$ cat config.mk
export PLATFORM = sky130hd
export DESIGN_NAME = seg7_mux_counter
export DESIGN_NICKNAME = d
export VERILOG_FILES = /design/src/rtl/seg7_mux_counter.sv
export SDC_FILE = /design/constraint.sdc
export NUM_CORES = 1
export LEC_CHECK = 0
export ABC_CLOCK_PERIOD_IN_PS = 14600
export CAP_MARGIN = 10
export CORE_UTILIZATION = 61
export DETAILED_ROUTE_END_ITERATION = 12
export PLACE_DENSITY = 0.87
export SLEW_MARGIN = 20
export SYNTH_ARGS = -nofsm -noshare
export SYNTH_HDL_FRONTEND = slang
export SYNTH_SLANG_ARGS = --single-unit
$ cat constraint.sdc
create_clock -name clk -period 14.6 [get_ports clk]
set_input_delay 2.92 -clock clk [delete_from_list [all_inputs] [get_ports clk]]
set_output_delay 2.92 -clock clk [all_outputs]
set_load 0.01 [all_outputs]
$ cat src/rtl/seg7_mux_counter.sv
// seg7_mux_counter: N-digit up/down BCD counter with a programmable tick
// prescaler and a time-multiplexed common-cathode seven-segment scanner.
module seg7_mux_counter #(
    parameter int unsigned NUM_DIGITS    = 4,
    parameter int unsigned DIV_W         = 24,
    parameter int unsigned DEFAULT_DIV   = 10_000_000,
    parameter int unsigned REFRESH_DIV   = 10_000,
    parameter bit          BLANK_LEADING = 1'b1
) (
    input  logic                      clk,
    input  logic                      reset,
    input  logic [15:0]               div_in,
    input  logic                      enable,
    input  logic                      up_dn,
    input  logic                      clear,
    output logic [6:0]                segments,
    output logic                      dp,
    output logic [NUM_DIGITS-1:0]     digit_sel,
    output logic [4*NUM_DIGITS-1:0]   count_bcd,
    output logic                      wrap
);

    localparam int unsigned IDX_W = (NUM_DIGITS > 1) ? $clog2(NUM_DIGITS) : 1;
    localparam int unsigned REF_W = $clog2(REFRESH_DIV);

    logic [DIV_W-1:0]        div;
    logic                    tick;
    logic [DIV_W-1:0]        pre_q, pre_d;
    logic [4*NUM_DIGITS-1:0] count_q, count_d, stepped;
    logic                    carry;
    logic                    wrap_q, wrap_d;
    logic                    dps_q, dps_d;
    logic [REF_W-1:0]        ref_q, ref_d;
    logic [IDX_W-1:0]        idx_q, idx_d;
    logic [NUM_DIGITS-1:0]   sel_q, sel_d;
    logic [6:0]              seg_q, seg_d;
    logic                    dp_q, dp_d;
    logic [3:0]              cur_digit;
    logic                    upper_nz;
    logic                    blank;

    function automatic logic [6:0] enc(input logic [3:0] v);
        case (v)
            4'd0:    enc = 7'h3F;
            4'd1:    enc = 7'h06;
            4'd2:    enc = 7'h5B;
            4'd3:    enc = 7'h4F;
            4'd4:    enc = 7'h66;
            4'd5:    enc = 7'h6D;
            4'd6:    enc = 7'h7D;
            4'd7:    enc = 7'h07;
            4'd8:    enc = 7'h7F;
            4'd9:    enc = 7'h6F;
            default: enc = 7'h00;
        endcase
    endfunction

    // Prescaler: >= compare so a shortened period ticks at once instead of wrapping.
    always_comb begin
        div   = (div_in == 16'd0) ? DIV_W'(DEFAULT_DIV) : DIV_W'({div_in, 8'h00});
        tick  = (pre_q >= div - DIV_W'(1));
        pre_d = tick ? '0 : pre_q + DIV_W'(1);
        dps_d = dps_q ^ tick;
    end

    // BCD counter: ripple carry/borrow across digits; final carry marks a wrap.
    always_comb begin
        stepped = count_q;
        carry   = 1'b1;
        for (int unsigned i = 0; i < NUM_DIGITS; i++) begin
            if (carry) begin
                if (up_dn) begin
                    if (count_q[4*i +: 4] == 4'd9) begin
                        stepped[4*i +: 4] = 4'd0;
                    end else begin
                        stepped[4*i +: 4] = count_q[4*i +: 4] + 4'd1;
                        carry             = 1'b0;
                    end
                end else begin
                    if (count_q[4*i +: 4] == 4'd0) begin
                        stepped[4*i +: 4] = 4'd9;
                    end else begin
                        stepped[4*i +: 4] = count_q[4*i +: 4] - 4'd1;
                        carry             = 1'b0;
                    end
                end
            end
        end
        count_d = count_q;
        wrap_d  = 1'b0;
        if (clear) begin
            count_d = '0;
        end else if (tick && enable) begin
            count_d = stepped;
            wrap_d  = carry;
        end
    end

    // Scanner: select current digit, decide leading-zero blanking, advance scan.
    always_comb begin
        cur_digit = 4'd0;
        upper_nz  = 1'b0;
        sel_d     = '0;
        for (int unsigned i = 0; i < NUM_DIGITS; i++) begin
            if (IDX_W'(i) == idx_q) begin
                cur_digit = count_q[4*i +: 4];
                sel_d[i]  = 1'b1;
            end
            if (IDX_W'(i) >= idx_q && count_q[4*i +: 4] != 4'd0) begin
                upper_nz = 1'b1;
            end
        end
        blank = BLANK_LEADING && (idx_q != '0) && !upper_nz;
        seg_d = blank ? '0 : enc(cur_digit);
        dp_d  = (idx_q == '0) && dps_q;
        ref_d = ref_q + 1'b1;
        idx_d = idx_q;
        if (ref_q == REF_W'(REFRESH_DIV - 1)) begin
            ref_d = '0;
            idx_d = (idx_q == IDX_W'(NUM_DIGITS - 1)) ? '0 : idx_q + 1'b1;
        end
    end

    // State and output registers; synchronous reset dominates.
    always_ff @(posedge clk) begin
        if (reset) begin
            pre_q   <= '0;
            count_q <= '0;
            wrap_q  <= 1'b0;
            dps_q   <= 1'b0;
            ref_q   <= '0;
            idx_q   <= '0;
            sel_q   <= NUM_DIGITS'(1);
            seg_q   <= 7'h3F;
            dp_q    <= 1'b0;
        end else begin
            pre_q   <= pre_d;
            count_q <= count_d;
            wrap_q  <= wrap_d;
            dps_q   <= dps_d;
            ref_q   <= ref_d;
            idx_q   <= idx_d;
            sel_q   <= sel_d;
            seg_q   <= seg_d;
            dp_q    <= dp_d;
        end
    end

    assign segments  = seg_q;
    assign dp        = dp_q;
    assign digit_sel = sel_q;
    assign count_bcd = count_q;
    assign wrap      = wrap_q;

endmodule
# [Yosys cells after proc, flatten, opt, wreduce, memory -nomap -nowiden]
# Memories as Yosys holds them, arrays and structs flattened.
# Cells that the tools add are included.
# W data, S select, Z words.
[totals] ff_bits=70 rom_bits=112 inputBits=21 output_inout_bits=29 wordCells=111 memories=1
[mem_list] name="(no name shown)" words=16 width=7 rd=1 rd_clocked_by_memory_dff=0 wr=0 line_no="43" text="case (v)"
[op_classes] add_sub_neg=12 n_lt_le_gt_ge=5 n_eq_ne=9 muxes=41 n_bitwise=3 reduce_logical=27
[op_table] cell="$mux W4" count=16
[op_table] cell="$add A24 B1 Y24 const B" count=1
[op_table] cell="$ge A24 B24 Y1" count=1
[op_table] cell="$mux W24" count=1
[op_table] cell="$sub A24 B1 Y24 const B" count=1
[op_table] cell="$mux W1" count=22
[op_table] cell="$add A4 B1 Y4 const B" count=4
[op_table] cell="$eq A4 B4 Y1 const B" count=4
[op_table] cell="$logic_not A16 Y1" count=1
[op_table] cell="$logic_not A4 Y1" count=4
[op_table] cell="$reduce_bool A4 Y1" count=4
[op_table] cell="$sub A4 B1 Y4 const B" count=4
[op_table] cell="$add A14 B1 Y14 const B" count=1
[op_table] cell="$eq A14 B14 Y1 const B" count=1
[op_table] cell="$reduce_or A2 Y1" count=4
[op_table] cell="$logic_and A1 B1 Y1" count=7
[op_table] cell="$mux W6" count=1
[op_table] cell="$reduce_and A2 Y1" count=3
[op_table] cell="$eq A2 B2 Y1 const A" count=2
[op_table] cell="$ge A1 B2 Y1 const A" count=2
[op_table] cell="$ge A2 B2 Y1 const A" count=2
[op_table] cell="$reduce_or A4 Y1" count=1
[op_table] cell="$add A2 B1 Y2 const B" count=1
[op_table] cell="$eq A1 B2 Y1 const A" count=1
[op_table] cell="7 further kinds" count=8

# [Longest topological paths before layout]
# Gate-level depths: netlist of the first run.
[logic_depth] depth_word=9 depth_mapped=16

# [Worst setup path after synthesis of the first run]
# OpenSTA, ideal clock, no wires.
[synth_path] path_type="input-to-reg" startpoint="in div_in[0]" endpoint="reg count_q[1], in the netlist count_bcd[1]" setup_ns=0.135 t_arrival_ns=6.728 required_ns=14.465 slack_ns=7.737 path_stages=15 n_path_buf=2 path_cell_list="or4_1 clkbuf_1 a211oi_2 nand2_1 or2_1 nor2_1 mux2_2 ha_1 nand3_1 or4_4 or4b_4 a31oi_4 buf_6 mux2i_1 nor2_1"
[synth_between] elab_chain_len=5
[synth_lines] element="from (decl)" line_no="12" text="input logic [15:0] div_in,"
[synth_lines] element="$logic_not A16 Y1" line_no="60" text="div = (div_in == 16'd0) ? DIV_W'(DEFAULT_DIV) : DIV_W'({div_in, 8'h00});"
[synth_lines] element="$mux W24 (*)" line_no="60"
[synth_lines] element="$sub A24 B1 Y24 (*)" line_no="61" text="tick = (pre_q >= div - DIV_W'(1));"
[synth_lines] element="$ge A24 B24 Y1 (*)" line_no="61"
[synth_lines] element="$logic_and A1 B1 Y1 (*)" line_no="93" text="end else if (tick && enable) begin"
[synth_lines] element="to (signal assigned)" line_no="138" text="count_q <= count_d;"
[synth_lines] element="to (decl)" line_no="29" text="logic [4*NUM_DIGITS-1:0] count_q, count_d, stepped;"
# Mark *: on every way between the ends. The rest lies on a longest branch, timed or not.
# A chain may end at the register's enable or synchronous reset.

# [Worst setup path in the final report of the first run]
[layout_path] startpoint="in div_in[0]" endpoint="reg count_q[14], in the netlist count_bcd[14]"
[layout_between] elab_chain_len=6
[layout_lines] element="$logic_not A16 Y1" line_no="60"
[layout_lines] element="$mux W24 (*)" line_no="60"
[layout_lines] element="$sub A24 B1 Y24 (*)" line_no="61"
[layout_lines] element="$ge A24 B24 Y1 (*)" line_no="61"
[layout_lines] element="$logic_and A1 B1 Y1 (*)" line_no="93"
[layout_lines] element="$reduce_and A2 Y1 (no source line) (*)"
# Marks and branches as above.

==> results of run 1 <==
[Yosys cell counts (all sizes together) (3+ instances only)]
library cell  instances
o211ai                3
a211oi                4
mux2i                10
nand2                44
o21bai                3
or4                   3
a311oi                4
buf                  14
xor2                 23
or3                   9
nor4                  7
a22o                  3
nor2b                 4
xnor2                24
nor2                 76
or2                   6
ha                   29
clkbuf               22
inv                  16
nor3                 25
nand3                29
and4                  3
a21oi                42
o21ai                19
nand4                 8
o22ai                 3
a21bo                 3
and2                  6
a21o                  3
dfxtp                70
and3                 14
a22oi                 4
[state kept, by name, indices dropped and copies added, names as in the netlist]
| name | flops |
|---|---|
| digit_sel | 4 |
| idx_q | 2 |
| wrap | 1 |
| pre_q | 24 |
| count_bcd | 16 |
| dps_q | 1 |
| segments | 7 |
| ref_q | 14 |
| dp | 1 |
[metrics by stage]
stage | hold WS, ns | setup slack (ns)
2_1_floorplan | 0.413 | 7.74
3_3_place_gp | 0.425 | 6.79
3_5_place_dp | 0.449 | 6.65
4_1_cts | 0.460 | 7.00
5_1_grt | 0.468 | 6.79
6_report | 0.454 | 6.98
[worst reg2reg max path, stage by stage, from the launching register on]
cell and delay (ns):
sky130_fd_sc_hd__dfxtp_1 0.36, sky130_fd_sc_hd__ha_1 0.33, sky130_fd_sc_hd__nand3_2 0.08, sky130_fd_sc_hd__or4_4 0.54, sky130_fd_sc_hd__or4b_4 0.55, sky130_fd_sc_hd__a31oi_4 0.64, sky130_fd_sc_hd__o2111ai_4 0.29, sky130_fd_sc_hd__mux2i_1 0.17
[cell families (layout without fill, tap and decap cells)]
logic type / Yosys count / after routing / synth area share
flops: 70 / 70 / 0.314
xor+xnor: 47 / 47 / 0.0922
simple gates: 243 / 243 / 0.273
fa+ha+maj: 29 / 29 / 0.0813
buf+inv: 52 / 82 / 0.0493
mux: 11 / 11 / 0.0250
compound gates: 107 / 107 / 0.165
[metal layers]
layer	part of all wire	track usage	vias up
met5	0	0	-
met4	0.017	0.0969	0
met3	0.036	0.0594	15
met2	0.49	0.440	104
met1	0.45	0.302	1831
li1	-	-	2011
[power by group]
group	total (mW)	internal (mW)	switching [mW]
registers	0.194	0.192	0.00107
logic	0.0272	0.0121	0.0150
clock network	0.135	0.0655	0.0694
[area by class of cell]
class	count	area, um2
Clock inverter	4	22.5
Fill cell	532	1860
Sequential cell	70	1400
Multi-Input combinational cell	437	2840
Inverter	16	60.1
Timing Repair Buffer	50	498
Tap cell	96	120
Clock buffer	12	145
[path summary, 6_finish.rpt]
path                                       to  depth (start not counted)  slack, ns       from
worst min-delay path                 ref_q[0]                          1       0.45   ref_q[0]
worst max-delay path            count_bcd[14]                         14       6.98  div_in[0]
worst min register to register       ref_q[0]                          1       0.45   ref_q[0]
worst max register to register  count_bcd[14]                          7      11.53  pre_q[22]
==> results.json, run 1 <==
{
  "outcome": "complete, no violations",
  "design.die.area_mm2": 0.00766,
  "layout.cells.most_common_list": "sky130_fd_sc_hd__nor2_1, sky130_fd_sc_hd__dfxtp_1, sky130_fd_sc_hd__clkdlybuf4s50_1",
  "wl_um": 9380,
  "fin_setup_tns_ns": 0,
  "timing.critical_path.fanout_max": 21,
  "finClkSkew_ns": 0.00830,
  "worstMarginPinSlew_ns": 0.871,
  "worst_setup_path_start_kind": "input port",
  "critPathBufInv": 1,
  "initial_utilization": 0.643,
  "area.growth.synth_to_final_pct": 14.0,
  "synth_top_area_cell": "sky130_fd_sc_hd__dfxtp_1",
  "worst_path_dominant_cell_family": "simple AND/OR/NAND/NOR gates",
  "die_height_um": 87.5,
  "antenna_violations_before_repair": 0,
  "post_place_cell_area_mm2": 0.00492,
  "yosysWarningCount": 0,
  "final_common_cell": "sky130_fd_sc_hd__nor2_1",
  "layout.cells.non_filler": 685,
  "postCtsResizedCells": 0,
  "clock_pin_slew_of_the_registers_on_the_worst_case_setup_and_hold_paths_ns": 0.07,
  "worst_setup_path_end_kind": "flop",
  "synth.area.top_cells": "sky130_fd_sc_hd__dfxtp_1, sky130_fd_sc_hd__ha_1, sky130_fd_sc_hd__nor2_1, sky130_fd_sc_hd__xnor2_1, sky130_fd_sc_hd__xor2_1",
  "clk_root_buffer_cell": "sky130_fd_sc_hd__clkbuf_8",
  "power.ir.vdd_worst_uv": 70.1,
  "post-place-cells": 669,
  "postRouteAntennaNets": 0,
  "syn-mean-instance-area_um2": 7.98,
  "first_global_vias": 3533,
  "yosys_most_used_dff": "sky130_fd_sc_hd__dfxtp_1",
  "yosys_register_bits": 70,
  "post_drt_wl_per_cell_um": 13.7,
  "synth_area_mm2": 0.00446,
  "drc_errors": 0,
  "cp_slowest_stage_delay_ns": 0.69,
  "total_leakage_power_nw": 1.91,
  "postSynthNetCount": 609,
  "placement_rows": 30,
  "critical-path-slowest-cell": "sky130_fd_sc_hd__or4_1",
  "synth.lib_cells_used.distinct": 62,
  "cts-buffers-inserted": 9,
  "fp.dieW_um": 87.5,
  "grt_start_max_net_pins": 48,
  "timing.critical_path.required_ns": 14.82,
  "detailedPlacementHpwl_um": 6880,
  "gp_congestion": 0.935,
  "number_of_pins_with_negative_max_slew_slack_in_the_final_report": 0,
  "drtPass1Iterations": 5,
  "num_antenna_cells": 0,
  "hold_path_class": "reg -> reg",
  "cellPowerDensity_mw_per_mm2": 69.9,
  "timing.final.crit_share": 0.522,
  "post_drt_via_cell_ratio": 5.78,
  "total_of_max_cap_violations": 0,
  "seq_area_frac_synth": 0.314,
  "rsz0062_at_grt": "false",
  "grt.total_usage": 0.253,
  "grt_first_pass_wirelength_um": 15300,
  "num-nets-final": 634,
  "post-route-min-period_ns": 7.62,
  "cts.repair_timing.setup_buffer_count": 0,
  "synth_async_sr_flop_share": 0,
  "synth_edf_count": 0,
  "max_freq_mhz": 131,
  "detailedRoute.firstIterationViolations": 232,
  "global_route.overflow_total": 0,
  "clock_tree.buffer_depth": 2,
  "drive_gt1_frac": 0.0747,
  "worst_setup_path_category": "in -> reg",
  "placement.io_buffers": 49,
  "worstSkewPairLatency_ns": 0.34,
  "holdBufCountCts": 0,
  "finalHoldViolations": 0,
  "layout.cell_area.non_filler_mm2": 0.00509,
  "relSlewSlack": 0.415,
  "finalSetupViolCount": 0,
  "tritoncts_num_sinks": 70,
  "tritoncts": "done",
  "cp_cell_sequence": "clkdlybuf4s50_1, or4_1, a211oi_2, nand2_1, or2_1, nor2_1, mux2_2, ha_1, nand3_1, or4_4, or4b_4, a31oi_4, o2111ai_4, mux2i_1",
  "post-synth-top-area-fraction": 0.314,
  "h_tree_lvls": 3,
  "syn-instance-count": 559,
  "critical_path_arrival_ns": 7.84,
  "fin_util": 0.733,
  "io-pin-count": 50,
  "design_power_total_mw": 0.356,
  "routed-via-count": 3961,
  "core-area_mm2": 0.00694
}
No activity file was read; power rests on OpenSTA's default activity.
==> run 2, diff against run 1 <==
--- a/config.mk
+++ b/config.mk
@@ -5,11 +5,11 @@
 export SDC_FILE = /design/constraint.sdc
 export NUM_CORES = 1
 export LEC_CHECK = 0
-export ABC_CLOCK_PERIOD_IN_PS = 14600
+export ABC_CLOCK_PERIOD_IN_PS = 7900
 export CAP_MARGIN = 10
-export CORE_UTILIZATION = 61
+export CORE_UTILIZATION = 57
 export DETAILED_ROUTE_END_ITERATION = 12
-export PLACE_DENSITY = 0.87
+export PLACE_DENSITY = 0.82
 export SLEW_MARGIN = 20
 export SYNTH_ARGS = -nofsm -noshare
 export SYNTH_HDL_FRONTEND = slang
==> constraint.sdc (replaced) <==
create_clock -name clk -period 7.9 [get_ports clk]
set_input_delay 1.58 -clock clk [delete_from_list [all_inputs] [get_ports clk]]
set_output_delay 1.58 -clock clk [all_outputs]
set_load 0.01 [all_outputs]
==> run 2 against run 1 <==
Compared with the run above:
- critical path depth did not move
- design area rose by 1.0%
- largest cell class unchanged
- highest routed layer unchanged
- wire length fell by 1.3%
- flip-flop and latch count did not move
- clock power rose by 130%
- cell count rose by 0.44%
- hold slack got worse by 0.0064 ns
- clock skew fell by 0.0014 ns
- global-route usage fell by 1.5 points
- non-clock buffer count did not move
==> results.json, run 2 (synthesis gave the netlist of run 1 again) <==
{
  "critical_path_arrival_ns": 6.47,
  "max_freq_mhz": 160,
  "largest_reg_flops": 24,
  "worst_setup_path_category": "in -> reg",
  "power.ir.vdd_worst_uv": 162,
  "placement.io_buffers": 49,
  "holdBufCountCts": 0,
  "finalSetupViolCount": 0,
  "routed-via-count": 3942,
  "cts-buffers-inserted": 9,
  "switchingPower_mw": 0.158,
  "post-route-min-period_ns": 6.24,
  "post_drt_via_cell_ratio": 5.73,
  "post_place_cell_area_mm2": 0.00492,
  "clock_tree.buffer_depth": 2,
  "tritoncts_num_sinks": 70,
  "fin_setup_tns_ns": 0,
  "area.growth.synth_to_final_pct": 15.2,
  "final_common_cell": "sky130_fd_sc_hd__nor2_1",
  "first_global_vias": 3554,
  "grt_first_pass_wirelength_um": 16100,
  "io-pin-count": 50,
  "fin_util": 0.694,
  "layout.cell_area.non_filler_mm2": 0.00514,
  "wl_um": 9260,
  "tritoncts": "done",
  "relSlewSlack": 0.418,
  "h_tree_lvls": 3,
  "grt_start_max_net_pins": 48,
  "die_height_um": 90.5,
  "p_int_mw": 0.564,
  "drive_gt1_frac": 0.0747,
  "core-area_mm2": 0.00741,
  "worst_setup_path_start_kind": "input port",
  "antenna_violations_before_repair": 0,
  "detailedRoute.firstIterationViolations": 235,
  "cellPowerDensity_mw_per_mm2": 140,
  "drtPass1Iterations": 4,
  "postCtsResizedCells": 0,
  "clock_power_share": 0.435,
  "worst_setup_path_end_kind": "flop",
  "worstSkewPairLatency_ns": 0.34,
  "total_leakage_power_nw": 1.93,
  "drc_errors": 0,
  "design.die.area_mm2": 0.00819,
  "initial_utilization": 0.602,
  "cp_slowest_stage_delay_ns": 0.66,
  "cp_cell_sequence": "clkdlybuf4s50_1, or4_1, a211oi_2, nand2_1, or2_1, nor2_1, mux2_2, ha_1, nand3_1, or4_4, or4b_4, a31oi_4, o2111ai_4, mux2i_1",
  "power_switching_share": 0.219,
  "num_antenna_cells": 0,
  "n_fill_cell": 599,
  "worst_path_dominant_cell_family": "simple AND/OR/NAND/NOR gates",
  "number_of_pins_with_negative_max_slew_slack_in_the_final_report": 0,
  "total_of_max_cap_violations": 0,
  "timing.critical_path.fanout_max": 21,
  "max_flop_register": "pre_q",
  "global_route.overflow_total": 0,
  "worstMarginPinSlew_ns": 0.866,
  "critPathBufInv": 1,
  "rsz0062_at_grt": "false",
  "hold_path_class": "reg -> reg",
  "layout.cells.most_common_list": "sky130_fd_sc_hd__nor2_1, sky130_fd_sc_hd__dfxtp_1, sky130_fd_sc_hd__clkdlybuf4s50_1",
  "cts.repair_timing.setup_buffer_count": 0,
  "gp_congestion": 0.859,
  "sequentialPowerShare": 0.496,
  "detailedPlacementHpwl_um": 6640,
  "clk_root_buffer_cell": "sky130_fd_sc_hd__clkbuf_8",
  "outcome": "complete, no violations",
  "fp.dieW_um": 90.5,
  "timing.critical_path.required_ns": 8.12,
  "num-nets-final": 634,
  "timing.final.crit_share": 0.790,
  "critical-path-slowest-cell": "sky130_fd_sc_hd__or4_1",
  "post_drt_wl_per_cell_um": 13.5,
  "clock_pin_slew_of_the_registers_on_the_worst_case_setup_and_hold_paths_ns": 0.07,
  "postRouteAntennaNets": 0,
  "placement_rows": 31,
  "finalHoldViolations": 0,
  "design_power_total_mw": 0.721,
  "p_comb_frac": 0.069,
  "whs_ns": 0.448,
  "grt.total_usage": 0.237,
  "finClkSkew_ns": 0.00688
}
==> run 2: changes by cell type in the layout (fill, tap and decap cells not counted), sizes merged <==
cell and delta:
clkinv -1, clkinvlp -1, bufinv +2
==> run 2: worst paths after layout <==
kind,startpoint,end,slack [ns],depth (start not counted)
setup / recovery,div_in[0],count_bcd[15],1.66,14
hold / removal,pre_q[0],pre_q[0],0.45,1
setup reg to reg,pre_q[22],count_bcd[15],4.84,7
hold reg to reg,pre_q[0],pre_q[0],0.45,1
==> run 2: per-layer routing <==
metal | wire [um] | global-route usage | vias up | part of all wire
met4 | 155 | 0.0806 | 0 | 0.017
met2 | 4590 | 0.398 | 86 | 0.50
met3 | 326 | 0.0623 | 15 | 0.035
li1 | - | - | 2009 | -
met1 | 4190 | 0.293 | 1832 | 0.45
met5 | 0 | 0 | - | 0
==> run 2: through the flow <==
stage               instances  setup WS (ns)
floorplan                 559           2.38
global placement          672           1.44
detailed placement        672           1.30
CTS                       688           1.66
global route              688           1.41
finish                    688           1.66
==> run 2: layout make-up <==
type,instances,area [um2],share of cell area
Clock buffer,12,145,0.0282
Sequential cell,70,1400,0.273
Tap cell,99,124,0.0241
Clock inverter,4,70.1,0.0136
Timing Repair Buffer,50,498,0.0969
Inverter,16,60.1,0.0117
Multi-Input combinational cell,437,2840,0.553
==> run 2: worst reg2reg max path: stages, from the launching register on <==
cell	delay, ns
sky130_fd_sc_hd__dfxtp_1	0.35
sky130_fd_sc_hd__ha_1	0.32
sky130_fd_sc_hd__nand3_2	0.09
sky130_fd_sc_hd__or4_4	0.54
sky130_fd_sc_hd__or4b_4	0.55
sky130_fd_sc_hd__a31oi_4	0.62
sky130_fd_sc_hd__o2111ai_4	0.30
sky130_fd_sc_hd__mux2i_1	0.17
==> run 2: power groups by stage <==
stage               logic [mW]  clock network [mW]  registers (mW)
finish                  0.0501               0.314           0.358
global route            0.0559               0.339           0.358
CTS                     0.0501               0.319           0.358
detailed placement      0.0496                   0           0.366
global placement        0.0479                   0           0.366
floorplan               0.0308                   0           0.365
==> run 3, diff against run 2 <==
--- a/config.mk
+++ b/config.mk
@@ -5,7 +5,7 @@
 export SDC_FILE = /design/constraint.sdc
 export NUM_CORES = 1
 export LEC_CHECK = 0
-export ABC_CLOCK_PERIOD_IN_PS = 7900
+export ABC_CLOCK_PERIOD_IN_PS = 6000
 export CAP_MARGIN = 10
 export CORE_UTILIZATION = 57
 export DETAILED_ROUTE_END_ITERATION = 12
==> constraint.sdc (replaced) <==
create_clock -name clk -period 6 [get_ports clk]
set_input_delay 1.2 -clock clk [delete_from_list [all_inputs] [get_ports clk]]
set_output_delay 1.2 -clock clk [all_outputs]
set_load 0.01 [all_outputs]
==> run 3 against run 2 <==
Compared with the run above:
- clock power is essentially flat
- clock skew is 0.0066 ns higher
- critical endpoint is now count_bcd[1]
- largest cell class unchanged
- largest power group unchanged
- combinational power is 35% higher
==> results.json, run 3 (synthesis gave the netlist of run 1 again) <==
{
  "outcome": "complete, no violations",
  "routed-via-count": 4008,
  "cellPowerDensity_mw_per_mm2": 167,
  "number_of_pins_with_negative_max_slew_slack_in_the_final_report": 0,
  "post_drt_via_cell_ratio": 5.79,
  "worstMarginPinSlew_ns": 0.954,
  "detailedRoute.firstIterationViolations": 207,
  "critical_r2r_capture": "count_bcd[1]",
  "clock_tree.buffer_depth": 2,
  "num_antenna_cells": 0,
  "timing.critical_path.fanout_max": 10,
  "postRouteAntennaNets": 0,
  "gp_congestion": 0.858,
  "clock_pin_slew_of_the_registers_on_the_worst_case_setup_and_hold_paths_ns": 0.08,
  "placement.io_buffers": 49,
  "post-route-min-period_ns": 5.49,
  "setup_ws_ns": 0.505,
  "worst_setup_path_start_kind": "input port",
  "grt_first_pass_wirelength_um": 16100,
  "num-nets-final": 639,
  "fin_util": 0.691,
  "rsz0062_at_grt": "false",
  "sequentialPowerShare": 0.550,
  "hold_path_class": "reg -> reg",
  "antenna_violations_before_repair": 0,
  "cp_cell_sequence": "clkdlybuf4s50_1, or4_1, a211oi_2, nand2_1, or2_1, nor2_1, mux2_2, ha_1, nand3_1, or4_4, or4b_4, a31oi_4, buf_4, mux2i_1, nor2_1",
  "switchingPower_mw": 0.213,
  "grt_start_max_net_pins": 27,
  "drc_errors": 0,
  "detailedPlace.worstSlack_ns": 0.161,
  "final-seq-area_mm2": 0.00140,
  "timing.critical_path.mode_cell": "sky130_fd_sc_hd__nor2_1",
  "drive_gt1_frac": 0.0826,
  "clock_power_share": 0.371,
  "fin_setup_tns_ns": 0,
  "initial_utilization": 0.602,
  "timing.final.crit_share": 0.916,
  "critical-path-slowest-cell": "sky130_fd_sc_hd__or4_1",
  "wl_um": 9500,
  "postCtsResizedCells": 0,
  "critPathBufInv": 2,
  "design.die.area_mm2": 0.00819,
  "final_common_cell": "sky130_fd_sc_hd__nor2_1",
  "total_of_max_cap_violations": 0,
  "post-place-cells": 677,
  "finClkSkew_ns": 0.0135,
  "post_drt_wl_per_cell_um": 13.7,
  "timing.critical_path.required_ns": 6.24,
  "beginning_of_the_critical_path": "div_in[0]",
  "core-area_mm2": 0.00741,
  "cts-buffers-inserted": 9,
  "critical_path_depth": 15,
  "area.growth.synth_to_final_pct": 14.7,
  "max_freq_mhz": 182,
  "worst_path_dominant_cell_family": "simple AND/OR/NAND/NOR gates",
  "fp.dieW_um": 90.5,
  "worst_setup_path_end_kind": "flop",
  "timing.critical_path.to": "count_bcd[1]",
  "p_comb_frac": 0.079,
  "holdBufCountCts": 0,
  "multi_input_comb_area_mm2": 0.00284,
  "grt.total_usage": 0.240,
  "power.ir.vdd_worst_uv": 182,
  "die_height_um": 90.5,
  "tritoncts_num_sinks": 70,
  "cp_slowest_stage_delay_ns": 0.60,
  "power_switching_share": 0.248,
  "io-pin-count": 50,
  "r2r_setup_slack_ns": 3.24,
  "worst_setup_path_category": "in -> reg",
  "critical_path_arrival_ns": 5.74,
  "n_fill_cell": 619,
  "layout.cells.most_common_list": "sky130_fd_sc_hd__nor2_1, sky130_fd_sc_hd__dfxtp_1, sky130_fd_sc_hd__clkdlybuf4s50_1",
  "p_int_mw": 0.643,
  "worstSkewPairLatency_ns": 0.35,
  "relSlewSlack": 0.359,
  "layout.cells.non_filler": 692,
  "max_flop_register": "pre_q",
  "drtPass1Iterations": 5,
  "clk_root_buffer_cell": "sky130_fd_sc_hd__clkbuf_8",
  "placement_rows": 31,
  "h_tree_lvls": 3,
  "detailedPlacementHpwl_um": 6980,
  "finalHoldViolations": 0,
  "total_leakage_power_nw": 1.93,
  "finalSetupViolCount": 0,
  "largest_reg_flops": 24,
  "global_route.overflow_total": 0,
  "tritoncts": "done",
  "r2r_start": "pre_q[23]",
  "cts.repair_timing.setup_buffer_count": 0,
  "first_global_vias": 3639,
  "r2r_cells": 8
}
[run 3: worst reg2reg max path: stages, from the launching register on]
cell	delay [ns]
sky130_fd_sc_hd__dfxtp_1	0.34
sky130_fd_sc_hd__ha_1	0.32
sky130_fd_sc_hd__nand3_2	0.10
sky130_fd_sc_hd__or4_4	0.55
sky130_fd_sc_hd__or4b_4	0.55
sky130_fd_sc_hd__a31oi_4	0.29
sky130_fd_sc_hd__buf_4	0.25
sky130_fd_sc_hd__mux2i_1	0.20
sky130_fd_sc_hd__nor2_1	0.05
[run 3: per-layer routing]
layer,up-vias,global-route usage,share of wire
met2,82,0.409,0.49
met5,-,0,0
met3,22,0.0505,0.035
met4,0,0.102,0.024
li1,2024,-,-
met1,1880,0.290,0.45
[run 3: how the worst min path moves through the flow]
stage,start,to,cells past startpoint,slack (ns)
2_1_floorplan,ref_q[0],ref_q[0],1,0.41
3_5_place_dp,ref_q[0],ref_q[0],1,0.44
4_1_cts,ref_q[0],ref_q[0],1,0.46
3_3_place_gp,ref_q[0],ref_q[0],1,0.43
5_1_grt,ref_q[0],ref_q[0],1,0.50
6_report,ref_q[0],ref_q[0],1,0.45
[run 3: final cells by class]
type | instances | area share
clock inverters | 5 | 0.00538
multi-input cells | 437 | 0.555
flip-flops and latches | 70 | 0.274
inverters | 16 | 0.0117
clock buffers | 10 | 0.0249
well taps | 99 | 0.0242
repair buffers | 55 | 0.105
[run 3: through the flow]
step	area [um2]	hold WS [ns]	power, mW
final	5120	0.452	0.856
after global routing	5120	0.499	0.891
after CTS	5120	0.460	0.864
after detailed placement	4960	0.443	0.549
after global placement	4960	0.426	0.545
after floorplan	4460	0.413	0.522
[run 3: power groups by stage]
stage / clock network (mW) / logic (mW) / registers (mW)
after floorplan: 0 / 0.0405 / 0.481
after global placement: 0 / 0.0639 / 0.481
after detailed placement: 0 / 0.0669 / 0.482
after CTS: 0.325 / 0.0673 / 0.471
after global routing: 0.346 / 0.0742 / 0.471
final: 0.317 / 0.0674 / 0.471
